===== config.mk =====
export PLATFORM = sky130hd
export DESIGN_NAME = pipelined_modify_radix2_flat
export DESIGN_NICKNAME = d
export VERILOG_FILES = /design/src/rtl/pipelined_modify_radix2_if.sv /design/src/rtl/pipelined_modify_radix2.sv /design/src/flat_wrapper.sv
export SDC_FILE = /design/constraint.sdc
export NUM_CORES = 2
export LEC_CHECK = 0
export CORE_MARGIN = 8
export CORE_UTILIZATION = 40
export DETAILED_ROUTE_END_ITERATION = 8
export SETUP_SLACK_MARGIN = 0.05
export SLEW_MARGIN = 20
export SYNTH_ARGS = -nofsm -noshare
export SYNTH_HDL_FRONTEND = slang
export SYNTH_SLANG_ARGS = --single-unit

===== constraint.sdc =====
create_clock -name clk -period 11.65 [get_ports clk]
set_input_delay 1.7475 -clock clk [delete_from_list [all_inputs] [get_ports clk]]
set_output_delay 1.7475 -clock clk [all_outputs]
set_load 0.1 [all_outputs]

===== src/rtl/pipelined_modify_radix2_if.sv =====
// Sample/handshake bundle for the pipelined modified radix-2 butterfly.
// The master drives samples and out_ready; the slave is the butterfly itself.
interface pipelined_modify_radix2_if #(
    parameter int unsigned bit_width      = 16,
    parameter int unsigned word_length_tw = 8
);
    logic                             in_valid;
    logic                             in_ready;
    logic                             mode;
    logic                             scale;
    logic signed [word_length_tw-1:0] sin_data;
    logic signed [word_length_tw-1:0] cos_data;
    logic signed [word_length_tw-1:0] sin_data2;
    logic signed [word_length_tw-1:0] cos_data2;
    logic signed [bit_width-1:0]      Re_i1;
    logic signed [bit_width-1:0]      Im_i1;
    logic signed [bit_width-1:0]      Re_i2;
    logic signed [bit_width-1:0]      Im_i2;
    logic                             out_ready;
    logic signed [bit_width-1:0]      Re_o1;
    logic signed [bit_width-1:0]      Im_o1;
    logic signed [bit_width-1:0]      Re_o2;
    logic signed [bit_width-1:0]      Im_o2;
    logic                             out_valid;
    logic                             ovf;
    logic                             clr_ovf;

    modport master (
        output in_valid, mode, scale, sin_data, cos_data, sin_data2, cos_data2,
        output Re_i1, Im_i1, Re_i2, Im_i2, out_ready, clr_ovf,
        input  in_ready, Re_o1, Im_o1, Re_o2, Im_o2, out_valid, ovf
    );

    modport slave (
        input  in_valid, mode, scale, sin_data, cos_data, sin_data2, cos_data2,
        input  Re_i1, Im_i1, Re_i2, Im_i2, out_ready, clr_ovf,
        output in_ready, Re_o1, Im_o1, Re_o2, Im_o2, out_valid, ovf
    );
endinterface


===== src/rtl/pipelined_modify_radix2.sv =====
// Four-stage modified radix-2 butterfly: one or two twiddle rotations of b, then saturating
// a +/- t with optional halving, rounding and a sticky overflow flag, under a global stall.
module pipelined_modify_radix2 #(
    parameter int unsigned bit_width      = 16,
    parameter int unsigned word_length_tw = 8,
    parameter bit          ROUND          = 1'b1
) (
    input logic                      clk,
    input logic                      rst,
    pipelined_modify_radix2_if.slave bus
);
    localparam int unsigned FW = bit_width + word_length_tw + 1;
    localparam int unsigned SH = word_length_tw - 2;

    typedef logic signed [bit_width-1:0]      word_t;
    typedef logic signed [word_length_tw-1:0] tw_t;
    typedef logic signed [FW-1:0]             full_t;
    typedef struct packed {word_t re; word_t im;} cplx_t;

    typedef struct packed {
        logic  mode;
        logic  scale;
        tw_t   cos1;
        tw_t   sin1;
        tw_t   cos2;
        tw_t   sin2;
        cplx_t a;
        cplx_t b;
    } s1_t;
    typedef struct packed {
        logic  mode;
        logic  scale;
        tw_t   cos2;
        tw_t   sin2;
        cplx_t a;
        cplx_t t;
    } s2_t;
    typedef struct packed {
        logic  scale;
        cplx_t a;
        cplx_t t;
    } s3_t;
    typedef struct packed {
        cplx_t o1;
        cplx_t o2;
    } s4_t;

    localparam full_t MaxF   = full_t'({{(FW-bit_width+1){1'b0}}, {(bit_width-1){1'b1}}});
    localparam full_t MinF   = full_t'({{(FW-bit_width+1){1'b1}}, {(bit_width-1){1'b0}}});
    localparam full_t OneF   = full_t'({{(FW-1){1'b0}}, 1'b1});
    localparam full_t HalfTw = full_t'({{(FW-1){1'b0}}, 1'b1} << (SH - 1));

    function automatic full_t rescale(input full_t acc, input int unsigned sh, input full_t half);
        full_t r;
        r = acc;
        if (ROUND) r = acc + half;
        return r >>> sh;
    endfunction

    function automatic logic clips(input full_t x);
        return (x > MaxF) || (x < MinF);
    endfunction

    function automatic word_t clamp(input full_t x);
        if (x > MaxF) return MaxF[bit_width-1:0];
        if (x < MinF) return MinF[bit_width-1:0];
        return x[bit_width-1:0];
    endfunction

    // Multiply by W = cos - j*sin with twiddles in Q1.(word_length_tw-2).
    function automatic void rotate(input word_t xr, input word_t xi, input tw_t c, input tw_t s,
                                   output word_t yr, output word_t yi, output logic clip);
        full_t re_f;
        full_t im_f;
        re_f = rescale(full_t'(xr) * full_t'(c) + full_t'(xi) * full_t'(s), SH, HalfTw);
        im_f = rescale(full_t'(xi) * full_t'(c) - full_t'(xr) * full_t'(s), SH, HalfTw);
        yr   = clamp(re_f);
        yi   = clamp(im_f);
        clip = clips(re_f) || clips(im_f);
    endfunction

    function automatic void bfly(input word_t a, input word_t t, input logic sc,
                                 output word_t s, output word_t d, output logic clip);
        full_t sf;
        full_t df;
        sf = full_t'(a) + full_t'(t);
        df = full_t'(a) - full_t'(t);
        if (sc) begin
            sf = rescale(sf, 1, OneF);
            df = rescale(df, 1, OneF);
        end
        s    = clamp(sf);
        d    = clamp(df);
        clip = clips(sf) || clips(df);
    endfunction

    logic  v1_q, v1_d, v2_q, v2_d, v3_q, v3_d, v4_q, v4_d;
    logic  ovf_q, ovf_d;
    s1_t   s1_q, s1_d;
    s2_t   s2_q, s2_d;
    s3_t   s3_q, s3_d;
    s4_t   s4_q, s4_d;
    logic  advance;
    logic  ovf_set;
    word_t t1_re, t1_im, t2_re, t2_im;
    word_t o1_re, o1_im, o2_re, o2_im;
    logic  clip_t1, clip_t2, clip_re, clip_im;

    always_comb begin
        advance = !v4_q || bus.out_ready;
        v1_d    = v1_q;
        v2_d    = v2_q;
        v3_d    = v3_q;
        v4_d    = v4_q;
        s1_d    = s1_q;
        s2_d    = s2_q;
        s3_d    = s3_q;
        s4_d    = s4_q;

        rotate(s1_q.b.re, s1_q.b.im, s1_q.cos1, s1_q.sin1, t1_re, t1_im, clip_t1);
        rotate(s2_q.t.re, s2_q.t.im, s2_q.cos2, s2_q.sin2, t2_re, t2_im, clip_t2);
        bfly(s3_q.a.re, s3_q.t.re, s3_q.scale, o1_re, o2_re, clip_re);
        bfly(s3_q.a.im, s3_q.t.im, s3_q.scale, o1_im, o2_im, clip_im);

        // Stages capture zero on bubbles so idle data never toggles or flags overflow.
        if (advance) begin
            v1_d = bus.in_valid;
            v2_d = v1_q;
            v3_d = v2_q;
            v4_d = v3_q;
            s1_d = '0;
            s2_d = '0;
            s3_d = '0;
            s4_d = '0;
            if (bus.in_valid) begin
                s1_d.mode  = bus.mode;
                s1_d.scale = bus.scale;
                s1_d.cos1  = bus.cos_data;
                s1_d.sin1  = bus.sin_data;
                s1_d.cos2  = bus.cos_data2;
                s1_d.sin2  = bus.sin_data2;
                s1_d.a     = {bus.Re_i1, bus.Im_i1};
                s1_d.b     = {bus.Re_i2, bus.Im_i2};
            end
            if (v1_q) begin
                s2_d.mode  = s1_q.mode;
                s2_d.scale = s1_q.scale;
                s2_d.cos2  = s1_q.cos2;
                s2_d.sin2  = s1_q.sin2;
                s2_d.a     = s1_q.a;
                s2_d.t     = {t1_re, t1_im};
            end
            if (v2_q) begin
                s3_d.scale = s2_q.scale;
                s3_d.a     = s2_q.a;
                s3_d.t     = s2_q.mode ? {t2_re, t2_im} : s2_q.t;
            end
            if (v3_q) begin
                s4_d.o1 = {o1_re, o1_im};
                s4_d.o2 = {o2_re, o2_im};
            end
        end

        ovf_set = advance && ((v1_q && clip_t1) || (v2_q && s2_q.mode && clip_t2) ||
                              (v3_q && (clip_re || clip_im)));
        ovf_d   = ovf_set ? 1'b1 : (bus.clr_ovf ? 1'b0 : ovf_q);
    end

    always_ff @(posedge clk) begin
        if (rst) begin
            v1_q  <= 1'b0;
            v2_q  <= 1'b0;
            v3_q  <= 1'b0;
            v4_q  <= 1'b0;
            s1_q  <= '0;
            s2_q  <= '0;
            s3_q  <= '0;
            s4_q  <= '0;
            ovf_q <= 1'b0;
        end else begin
            v1_q  <= v1_d;
            v2_q  <= v2_d;
            v3_q  <= v3_d;
            v4_q  <= v4_d;
            s1_q  <= s1_d;
            s2_q  <= s2_d;
            s3_q  <= s3_d;
            s4_q  <= s4_d;
            ovf_q <= ovf_d;
        end
    end

    assign bus.in_ready  = advance;
    assign bus.out_valid = v4_q;
    assign bus.Re_o1     = s4_q.o1.re;
    assign bus.Im_o1     = s4_q.o1.im;
    assign bus.Re_o2     = s4_q.o2.re;
    assign bus.Im_o2     = s4_q.o2.im;
    assign bus.ovf       = ovf_q;
endmodule


===== src/flat_wrapper.sv =====
// flat-port wrapper written by rule: the top's interface ports become plain ports
module pipelined_modify_radix2_flat 
#(
    parameter int unsigned bit_width      = 16,
    parameter int unsigned word_length_tw = 8,
    parameter bit          ROUND          = 1'b1
)
  (clk, rst, bus_in_valid, bus_mode, bus_scale, bus_sin_data, bus_cos_data, bus_sin_data2, bus_cos_data2, bus_Re_i1, bus_Im_i1, bus_Re_i2, bus_Im_i2, bus_out_ready, bus_clr_ovf, bus_in_ready, bus_Re_o1, bus_Im_o1, bus_Re_o2, bus_Im_o2, bus_out_valid, bus_ovf);
  pipelined_modify_radix2_if #(.bit_width(bit_width), .word_length_tw(word_length_tw)) bus_i ();
  input logic clk;
  input logic rst;
  input wire logic [$bits(bus_i.in_valid)-1:0] bus_in_valid;
  input wire logic [$bits(bus_i.mode)-1:0] bus_mode;
  input wire logic [$bits(bus_i.scale)-1:0] bus_scale;
  input wire logic [$bits(bus_i.sin_data)-1:0] bus_sin_data;
  input wire logic [$bits(bus_i.cos_data)-1:0] bus_cos_data;
  input wire logic [$bits(bus_i.sin_data2)-1:0] bus_sin_data2;
  input wire logic [$bits(bus_i.cos_data2)-1:0] bus_cos_data2;
  input wire logic [$bits(bus_i.Re_i1)-1:0] bus_Re_i1;
  input wire logic [$bits(bus_i.Im_i1)-1:0] bus_Im_i1;
  input wire logic [$bits(bus_i.Re_i2)-1:0] bus_Re_i2;
  input wire logic [$bits(bus_i.Im_i2)-1:0] bus_Im_i2;
  input wire logic [$bits(bus_i.out_ready)-1:0] bus_out_ready;
  input wire logic [$bits(bus_i.clr_ovf)-1:0] bus_clr_ovf;
  output wire logic [$bits(bus_i.in_ready)-1:0] bus_in_ready;
  output wire logic [$bits(bus_i.Re_o1)-1:0] bus_Re_o1;
  output wire logic [$bits(bus_i.Im_o1)-1:0] bus_Im_o1;
  output wire logic [$bits(bus_i.Re_o2)-1:0] bus_Re_o2;
  output wire logic [$bits(bus_i.Im_o2)-1:0] bus_Im_o2;
  output wire logic [$bits(bus_i.out_valid)-1:0] bus_out_valid;
  output wire logic [$bits(bus_i.ovf)-1:0] bus_ovf;
  assign bus_i.in_valid = bus_in_valid;
  assign bus_i.mode = bus_mode;
  assign bus_i.scale = bus_scale;
  assign bus_i.sin_data = bus_sin_data;
  assign bus_i.cos_data = bus_cos_data;
  assign bus_i.sin_data2 = bus_sin_data2;
  assign bus_i.cos_data2 = bus_cos_data2;
  assign bus_i.Re_i1 = bus_Re_i1;
  assign bus_i.Im_i1 = bus_Im_i1;
  assign bus_i.Re_i2 = bus_Re_i2;
  assign bus_i.Im_i2 = bus_Im_i2;
  assign bus_i.out_ready = bus_out_ready;
  assign bus_i.clr_ovf = bus_clr_ovf;
  assign bus_in_ready = bus_i.in_ready;
  assign bus_Re_o1 = bus_i.Re_o1;
  assign bus_Im_o1 = bus_i.Im_o1;
  assign bus_Re_o2 = bus_i.Re_o2;
  assign bus_Im_o2 = bus_i.Im_o2;
  assign bus_out_valid = bus_i.out_valid;
  assign bus_ovf = bus_i.ovf;
  pipelined_modify_radix2 #(.bit_width(bit_width), .word_length_tw(word_length_tw), .ROUND(ROUND)) u_core (.clk(clk), .rst(rst), .bus(bus_i));
endmodule

== Word-level counts from Yosys, hierarchy flattened ==
Cells that the tools add are included.

* Add/sub/neg operators: 16
* Magnitude comparators: 16
* Muxes and demuxes: 67
* Multipliers: 8
* Reductions and logical operators: 23

{| class="wikitable"
|+ Operators with widths
! operator !! number
|-
| 16-bit two-way mux || 32
|-
| 16-bit by 8-bit multiplier with 24-bit output || 8
|-
| 25-bit by 2-bit adder with 25-bit output, second input constant || 4
|-
| 25-bit by 7-bit adder with 25-bit output, second input constant || 4
|-
| 25-bit by 16-bit greater-than comparator with 1-bit output, second input constant || 4
|-
| 25-bit by 16-bit less-than comparator with 1-bit output, second input constant || 4
|-
| 25-bit two-way mux || 4
|-
| 98-bit two-way mux || 1
|-
| 82-bit two-way mux || 1
|-
| 19-bit by 16-bit greater-than comparator with 1-bit output, second input constant || 4
|-
| 19-bit by 16-bit less-than comparator with 1-bit output, second input constant || 4
|-
| 65-bit two-way mux || 1
|-
| 64-bit two-way mux || 1
|-
| 25-bit adder || 2
|-
| 25-bit subtractor || 2
|-
| 16-bit by 16-bit adder with 17-bit output || 2
|-
| 16-bit by 16-bit subtractor with 17-bit output || 2
|-
| 32-bit two-way mux || 1
|-
| 1-bit two-way mux || 26
|-
| 1-bit logical OR || 16
|-
| 1-bit logical AND || 5
|-
| 2-bit nonzero test || 1
|-
| 1-bit logical NOT || 1
|}

* Word-level logic and storage cells: 162
* Bits in registers: 314

== Longest topological paths before layout ==
* Depth after elaboration: 11
* Depth in mapped cells: 37
* Depth with buffers taken out: 35

== Least setup slack after synthesis ==
OpenSTA, ideal clock, no wires.

* Path type: register to register
* Start point: reg u_core.s1_q[95] (netlist bit)
* End point: reg u_core.ovf_q (netlist: u_core.bus.ovf)
* Path buffers: 1
* Setup time: 0.122 ns
* Period minus slack after synthesis: 7.904 ns
* Cell stages (with the launch flop): 33
* Path slack: 3.746 ns
* Data arrival time: 7.782 ns
* Cells stage by stage: dfxtp_1 > clkinv_1 > clkbuf_1 > nor2_1 > fa_1 > fa_1 > fa_1 > inv_1 > fa_1 > inv_1 > ha_1 > a21boi_0 > o21ai_0 > a21boi_0 > o21a_1 > o21a_1 > o31a_1 > o21a_1 > nor2_1 > xnor2_1 > ha_1 > ha_1 > nand4_1 > a21oi_1 > and3_1 > o31a_1 > o311a_1 > nor2_1 > or4b_2 > a211oi_1 > nor3_1 > o31a_1 > a311o_1

* Word-level cells in the longest chain between the ends: 11
* Elaborated cells between the ends (all ways): 19

{| class="wikitable"
|+ RTL lines
! element !! line !! RTL
|-
| start, declared || pipelined_modify_radix2.sv:99 || <nowiki>s1_t s1_q, s1_d;</nowiki>
|-
| start signal, assigned || pipelined_modify_radix2.sv:175 || <nowiki>s1_q <= '0;</nowiki>
|-
| start signal, assigned || pipelined_modify_radix2.sv:185 || <nowiki>s1_q <= s1_d;</nowiki>
|-
| 16-bit by 8-bit multiplier with 24-bit output (on tied branches) || pipelined_modify_radix2.sv:75, pipelined_modify_radix2.sv:76 ||
|-
| 25-bit adder or 25-bit subtractor (tied branches) || pipelined_modify_radix2.sv:75, pipelined_modify_radix2.sv:76 ||
|-
| 25-bit by 7-bit adder with 25-bit output || pipelined_modify_radix2.sv:56 || <nowiki>if (ROUND) r = acc + half;</nowiki>
|-
| 19-bit by 16-bit greater-than comparator with 1-bit output or 19-bit by 16-bit less-than comparator with 1-bit output (tied branches) || pipelined_modify_radix2.sv:61 || <nowiki>return (x > MaxF) || (x < MinF);</nowiki>
|-
| 1-bit logical OR || pipelined_modify_radix2.sv:61 ||
|-
| 1-bit logical OR (*) || pipelined_modify_radix2.sv:79 || <nowiki>clip = clips(re_f) || clips(im_f);</nowiki>
|-
| 1-bit logical AND (*) || pipelined_modify_radix2.sv:164 || <nowiki>ovf_set = advance && ((v1_q && clip_t1) || (v2_q && s2_q.mode && clip_t2) ||</nowiki>
|-
| 1-bit logical OR (*) (2 in a row) || pipelined_modify_radix2.sv:164 ||
|-
| 1-bit logical AND (*) || pipelined_modify_radix2.sv:164 ||
|-
| 1-bit two-way mux or 2-bit nonzero test (tied branches) || - ||
|-
| end signal, assigned || pipelined_modify_radix2.sv:189 || <nowiki>ovf_q <= ovf_d;</nowiki>
|-
| end, declared || pipelined_modify_radix2.sv:98 || <nowiki>logic ovf_q, ovf_d;</nowiki>
|}

Every way passes the cells marked *; elsewhere a longest branch is shown, timed or not.
A chain may end at the register's enable or synchronous reset.

== Worst setup path after layout ==
* Start point: reg u_core.s2_q[79] (netlist bit)
* End point: reg u_core.s3_q[5] (netlist bit)

* Word-level cells in the longest chain between the ends: 10
* Elaborated cells between the ends (all ways): 13

{| class="wikitable"
|+ RTL lines
! element !! line !! RTL
|-
| start, declared || pipelined_modify_radix2.sv:100 || <nowiki>s2_t s2_q, s2_d;</nowiki>
|-
| start signal, assigned || pipelined_modify_radix2.sv:176 || <nowiki>s2_q <= '0;</nowiki>
|-
| start signal, assigned || pipelined_modify_radix2.sv:186 || <nowiki>s2_q <= s2_d;</nowiki>
|-
| 16-bit by 8-bit multiplier with 24-bit output (*) || pipelined_modify_radix2.sv:76 || <nowiki>im_f = rescale(full_t'(xi) * full_t'(c) - full_t'(xr) * full_t'(s), SH, HalfTw);</nowiki>
|-
| 25-bit subtractor (*) || pipelined_modify_radix2.sv:76 ||
|-
| 25-bit by 7-bit adder with 25-bit output (*) || pipelined_modify_radix2.sv:56 ||
|-
| 19-bit by 16-bit less-than comparator with 1-bit output || pipelined_modify_radix2.sv:66 || <nowiki>if (x < MinF) return MinF[bit_width-1:0];</nowiki>
|-
| 1-bit two-way mux (2 in a row) || pipelined_modify_radix2.sv:66 ||
|-
| 16-bit two-way mux || pipelined_modify_radix2.sv:67 || <nowiki>return x[bit_width-1:0];</nowiki>
|-
| 16-bit two-way mux (*) || pipelined_modify_radix2.sv:66 ||
|-
| 32-bit two-way mux (*) || pipelined_modify_radix2.sv:156 || <nowiki>s3_d.t = s2_q.mode ? {t2_re, t2_im} : s2_q.t;</nowiki>
|-
| 65-bit two-way mux (*) || pipelined_modify_radix2.sv:153 || <nowiki>if (v2_q) begin</nowiki>
|-
| end signal, assigned || pipelined_modify_radix2.sv:177 || <nowiki>s3_q <= '0;</nowiki>
|-
| end signal, assigned || pipelined_modify_radix2.sv:187 || <nowiki>s3_q <= s3_d;</nowiki>
|-
| end, declared || pipelined_modify_radix2.sv:101 || <nowiki>s3_t s3_q, s3_d;</nowiki>
|}

Every way passes the cells marked *; elsewhere a longest branch is shown, timed or not. The select of a mux whose other input is x is not followed.

==> summary.md <==
| Metric | Value |
|---|---|
| Util after Layout | `43.6%` |
| Sw Share | `37.4%` |
| Row count | `139` |
| CTS tree | `built` |
| Multi-input combinational cell area | `0.0455 mm2` |
| Hold_buf cts | `0` |
| CTS Root Cell | `clkbuf_16` |
| Clock buffer depth | `3` |
| Hold Slack | `0.452 ns` |
| Clk_skew | `0.0466 ns` |
| Syn-to-layout area delta | `8.22%` |
| Clock power frac | `35.8%` |
| Internal power | `2.35 mW` |
| Port bufs | `169` |
| Inst Count DP | `8,876` |
| Layout cell share with drive strength beyond 1 | `under 10%` |
| Dominant register cell in the synthesized netlist | `dfxtp_1` |
| Netlist Area Pre-Place | `0.0578 mm2` |
| # DRC | `0` |
| Slew Viols, Final | `0` |
| Vias in the first global route | `48,100` |
| Sequential share of power | `32.4%` |
| Syn_area_per_cell | `8.18 um2` |
| Peak Freq | `0.106 GHz` |
| WL/cell | `around 19 um` |
| Initial antenna violation count | `3` |
| Die W | `between 300 and 400 um` |
| Critical Path RT | `12.10 ns` |
| Ports | `170` |
| CP Buf/Inv Count | `3` |
| Max Cap Viol | `0` |
| Setup CP Type | `flip-flop to flip-flop` |
| Post-synth ARST share | `0%` |
| Worst slew pin tran | `approximately 1.2 ns` |
| CTS sink cnt | `314` |
| Syn_nets | `between 8,000 and 9,000` |
| Clock Latency Late Sink | `0.61 ns` |
| PD cells | `60.1 mW/mm2` |
| First drt pass iteration count | `6` |
| Final hold violation count | `0` |
| Max-slew headroom | `20.8%` |
| H-Tree Depth | `2` |
| Peak supply drop | `approximately 0.09 mV` |
| YS warnings | `0` |
| Yosys reg bits | `approximately 310` |
| Die Height | `396 um` |
| Worst setup margin | `2.21 ns` |
| Total grt overflow | `0` |
| Diodes inserted | `0` |
| Clock transition at the registers of the reported paths | `around 0.080 ns` |
| Core area | `0.143 mm2` |
| First-pass GRT wire length | `267 mm` |
| Post-Layout Cell Count | `8,947` |
| Vias post-DR | `between 40,000 and 50,000` |
| Post-DP HPWL | `roughly 130 mm` |
| Min cycle time layout | `9.44 ns` |
| Status | `completed` |
| CP Data Arrival Time | `9.89 ns` |
| Maximum fanout along the worst path | `15` |
| Largest net degree at the start of global routing | `94` |
| P_leak | `29.7 nW` |
| Net load switching power | `1.40 mW` |
| Slowest cell on the critical path | `fa_1` |
| Critical path capture point type | `flip-flop` |
| Finish-stage setup viols | `0` |
| Worst setup SP type | `flip-flop` |
| Total CTS buffers | `39` |
| Combinational share of power | `around a third` |
| Post-detailed-route count of antenna-violating nets | `0` |
| Most frequent cell on the critical path | `o21ai_0` |
| Seq/Total Area, Yosys | `between 10 and 15%` |
| Crit path max-delay family | `compound AO/OA/AOI/OAI gates` |
| Period utilization | `81.0%` |
| Initial core utilization | `40.3%` |
| Overall die area | `0.157 mm2` |
| Netlist cell types | `94` |
| Hold Crit Class | `flip-flop to flip-flop` |
| Routed wire length | `about 170 mm` |
| Resized Gates After CTS | `0` |
| DRT iter0 DRCs | `around 3,000` |
| Post-synth EDFFs | `0` |
| Post-CTS setup buffer count | `0` |
| Storage cell area | `0.00630 mm2` |
| Fin nets | `8,553` |
| Post-Synthesis Cells | `7,065` |
| Vias per inst | `5.26` |
| Setup TNS | `0 ns` |
| Placer Congestion | `approximately 0.90` |
| RSZ-0062 raised after global routing | `false` |
| Place WS | `between 2 and 2.5 ns` |
| GRT Overall Usage | `21.0%` |
| Max incr delay on CP | `0.77 ns` |
| Fill cells | `14,300` |
-- synth_stat cells (8+ instances only) --
| cell type | instances | area (um2) |
|---|---|---|
| inv_1 | 1263 | 4740 |
| fa_1 | 828 | 16600 |
| and2_1 | 756 | 4730 |
| ha_1 | 608 | 7610 |
| nand2_1 | 590 | 2210 |
| a21oi_1 | 472 | 2360 |
| nor2_1 | 325 | 1220 |
| dfxtp_1 | 314 | 6290 |
| clkbuf_1 | 299 | 1120 |
| nand3_1 | 261 | 1310 |
| o21ai_0 | 258 | 1290 |
| xnor2_1 | 221 | 1940 |
| nor3_1 | 84 | 420 |
| xor2_1 | 61 | 534 |
| nand2b_1 | 52 | 325 |
| o21a_1 | 49 | 368 |
| a31oi_1 | 46 | 288 |
| nor2b_1 | 39 | 244 |
| a21o_1 | 36 | 270 |
| a211oi_1 | 35 | 263 |
| or3_1 | 29 | 181 |
| or2_2 | 27 | 169 |
| a21boi_0 | 26 | 195 |
| buf_1 | 21 | 78.8 |
| o211ai_1 | 21 | 158 |
| and3_1 | 19 | 119 |
| o21bai_1 | 19 | 143 |
| o31ai_1 | 19 | 143 |
| a22o_1 | 18 | 158 |
| o31a_1 | 18 | 158 |
| nand4_1 | 17 | 106 |
| o2111ai_1 | 16 | 140 |
| mux2i_1 | 14 | 140 |
| nor4_1 | 13 | 81.3 |
| buf_2 | 10 | 50.1 |
| o21ai_1 | 10 | 50.1 |
| o41ai_1 | 10 | 87.6 |
| o311a_1 | 9 | 90.1 |
| a211o_1 | 8 | 70.1 |
| a31o_2 | 8 | 70.1 |
| nand3b_1 | 8 | 60.1 |
-- layout make-up --
| type | count | area share [%] |
|---|---|---|
| clock buffer | 57 | 1.86 |
| timing repair buffer | 241 | 3.57 |
| multi-input combinational | 5151 | 72.7 |
| clock inverter | 14 | 0.336 |
| sequential | 314 | 10.1 |
| tap | 1903 | 3.81 |
| inverter | 1267 | 7.61 |
-- worst reg2reg max path, delay by kind of cell (launching register included) --
family	cells	cell delay, ns
adder cells (fa/ha/maj)	7	3.22
flip-flops	1	0.52
AND/OR/NAND/NOR	3	0.77
XOR/XNOR	1	0.14
multiplexers	1	0.15
buffers and inverters	3	0.83
AO/OA/AOI/OAI	14	3.67
-- stage by stage --
stage               instance area (um2)  power [mW]
finish                            62500        3.76
global route                      62500        3.97
CTS                               62500        3.79
detailed placement                61100        2.43
global placement                  61100        2.41
floorplan                         57800        2.01
-- layout by cell type (no fill, tap or decap), types with 14 or more instances in the layout --
master	count
a22o_1	18
a31oi_1	46
nor2b_1	38
clkbuf_16	41
nor3_1	84
ha_1	608
nand2_1	590
a211oi_1	34
o2111ai_1	16
buf_4	73
inv_1	1262
a21oi_1	472
xnor2_1	221
fa_1	828
or3_1	29
o31ai_1	19
and2_1	755
nand4_1	17
nand3_1	261
o211ai_1	21
nor2_1	324
and3_1	19
o31a_1	18
xor2_1	61
mux2i_1	14
dfxtp_1	307
a21boi_0	26
o21a_1	49
nand2b_1	52
o21bai_1	19
o21ai_0	258
clkdlybuf4s50_1	167
or2_2	27
a21o_1	36
-- cells by family (layout without fill, tap and decap cells) --
logic type / count (synthesis) / after routing / synth area share, %
adder cells (fa/ha/maj): 1436 / 1436 / 41.9
AND/OR/NAND/NOR: 2258 / 2258 / 19.9
AO/OA/AOI/OAI: 1159 / 1159 / 12.3
XOR/XNOR: 283 / 283 / 4.32
flip-flops: 314 / 314 / 10.9
buffers and inverters: 1600 / 1579 / 10.4
multiplexers: 15 / 15 / 0.262
-- per-layer routing --
layer	GRT usage [%]	wire length [um]	vias to the layer above
met5	0	0	-
met4	5.00	4120	0
met3	2.63	8800	229
met2	34.7	76600	1109
met1	29.4	77700	23400
li1	-	-	22400
-- registers in the layout, indices dropped and copies added (netlist names) --
register,flops
u_core.bus.Im_o1,16
u_core.bus.Im_o2,16
u_core.bus.Re_o1,16
u_core.bus.Re_o2,16
u_core.bus.out_valid,1
u_core.bus.ovf,1
u_core.s1_q,98
u_core.s2_q,82
u_core.s3_q,65
u_core.v1_q,1
u_core.v2_q,1
u_core.v3_q,1
-- final timing paths --
path,to,slack (ns),startpoint,depth (start not counted)
worst min register to register,u_core.s1_q[22],0.45,u_core.s1_q[22],2
worst max-delay path,u_core.s3_q[5],2.21,u_core.s2_q[79],29
worst max register to register,u_core.s3_q[5],2.21,u_core.s2_q[79],29
worst min-delay path,u_core.s1_q[22],0.45,u_core.s1_q[22],2
-- power by group through the flow --
stage                     Clock (mW)  Sequential (mW)  Combinational [mW]
final                           1.35             1.22                1.19
after floorplan                    0             1.17               0.839
after detailed placement           0             1.24                1.19
after global routing            1.42             1.22                1.33
after CTS                       1.38             1.21                1.20
after global placement             0             1.24                1.18
Power figures use the tool's default switching activity.
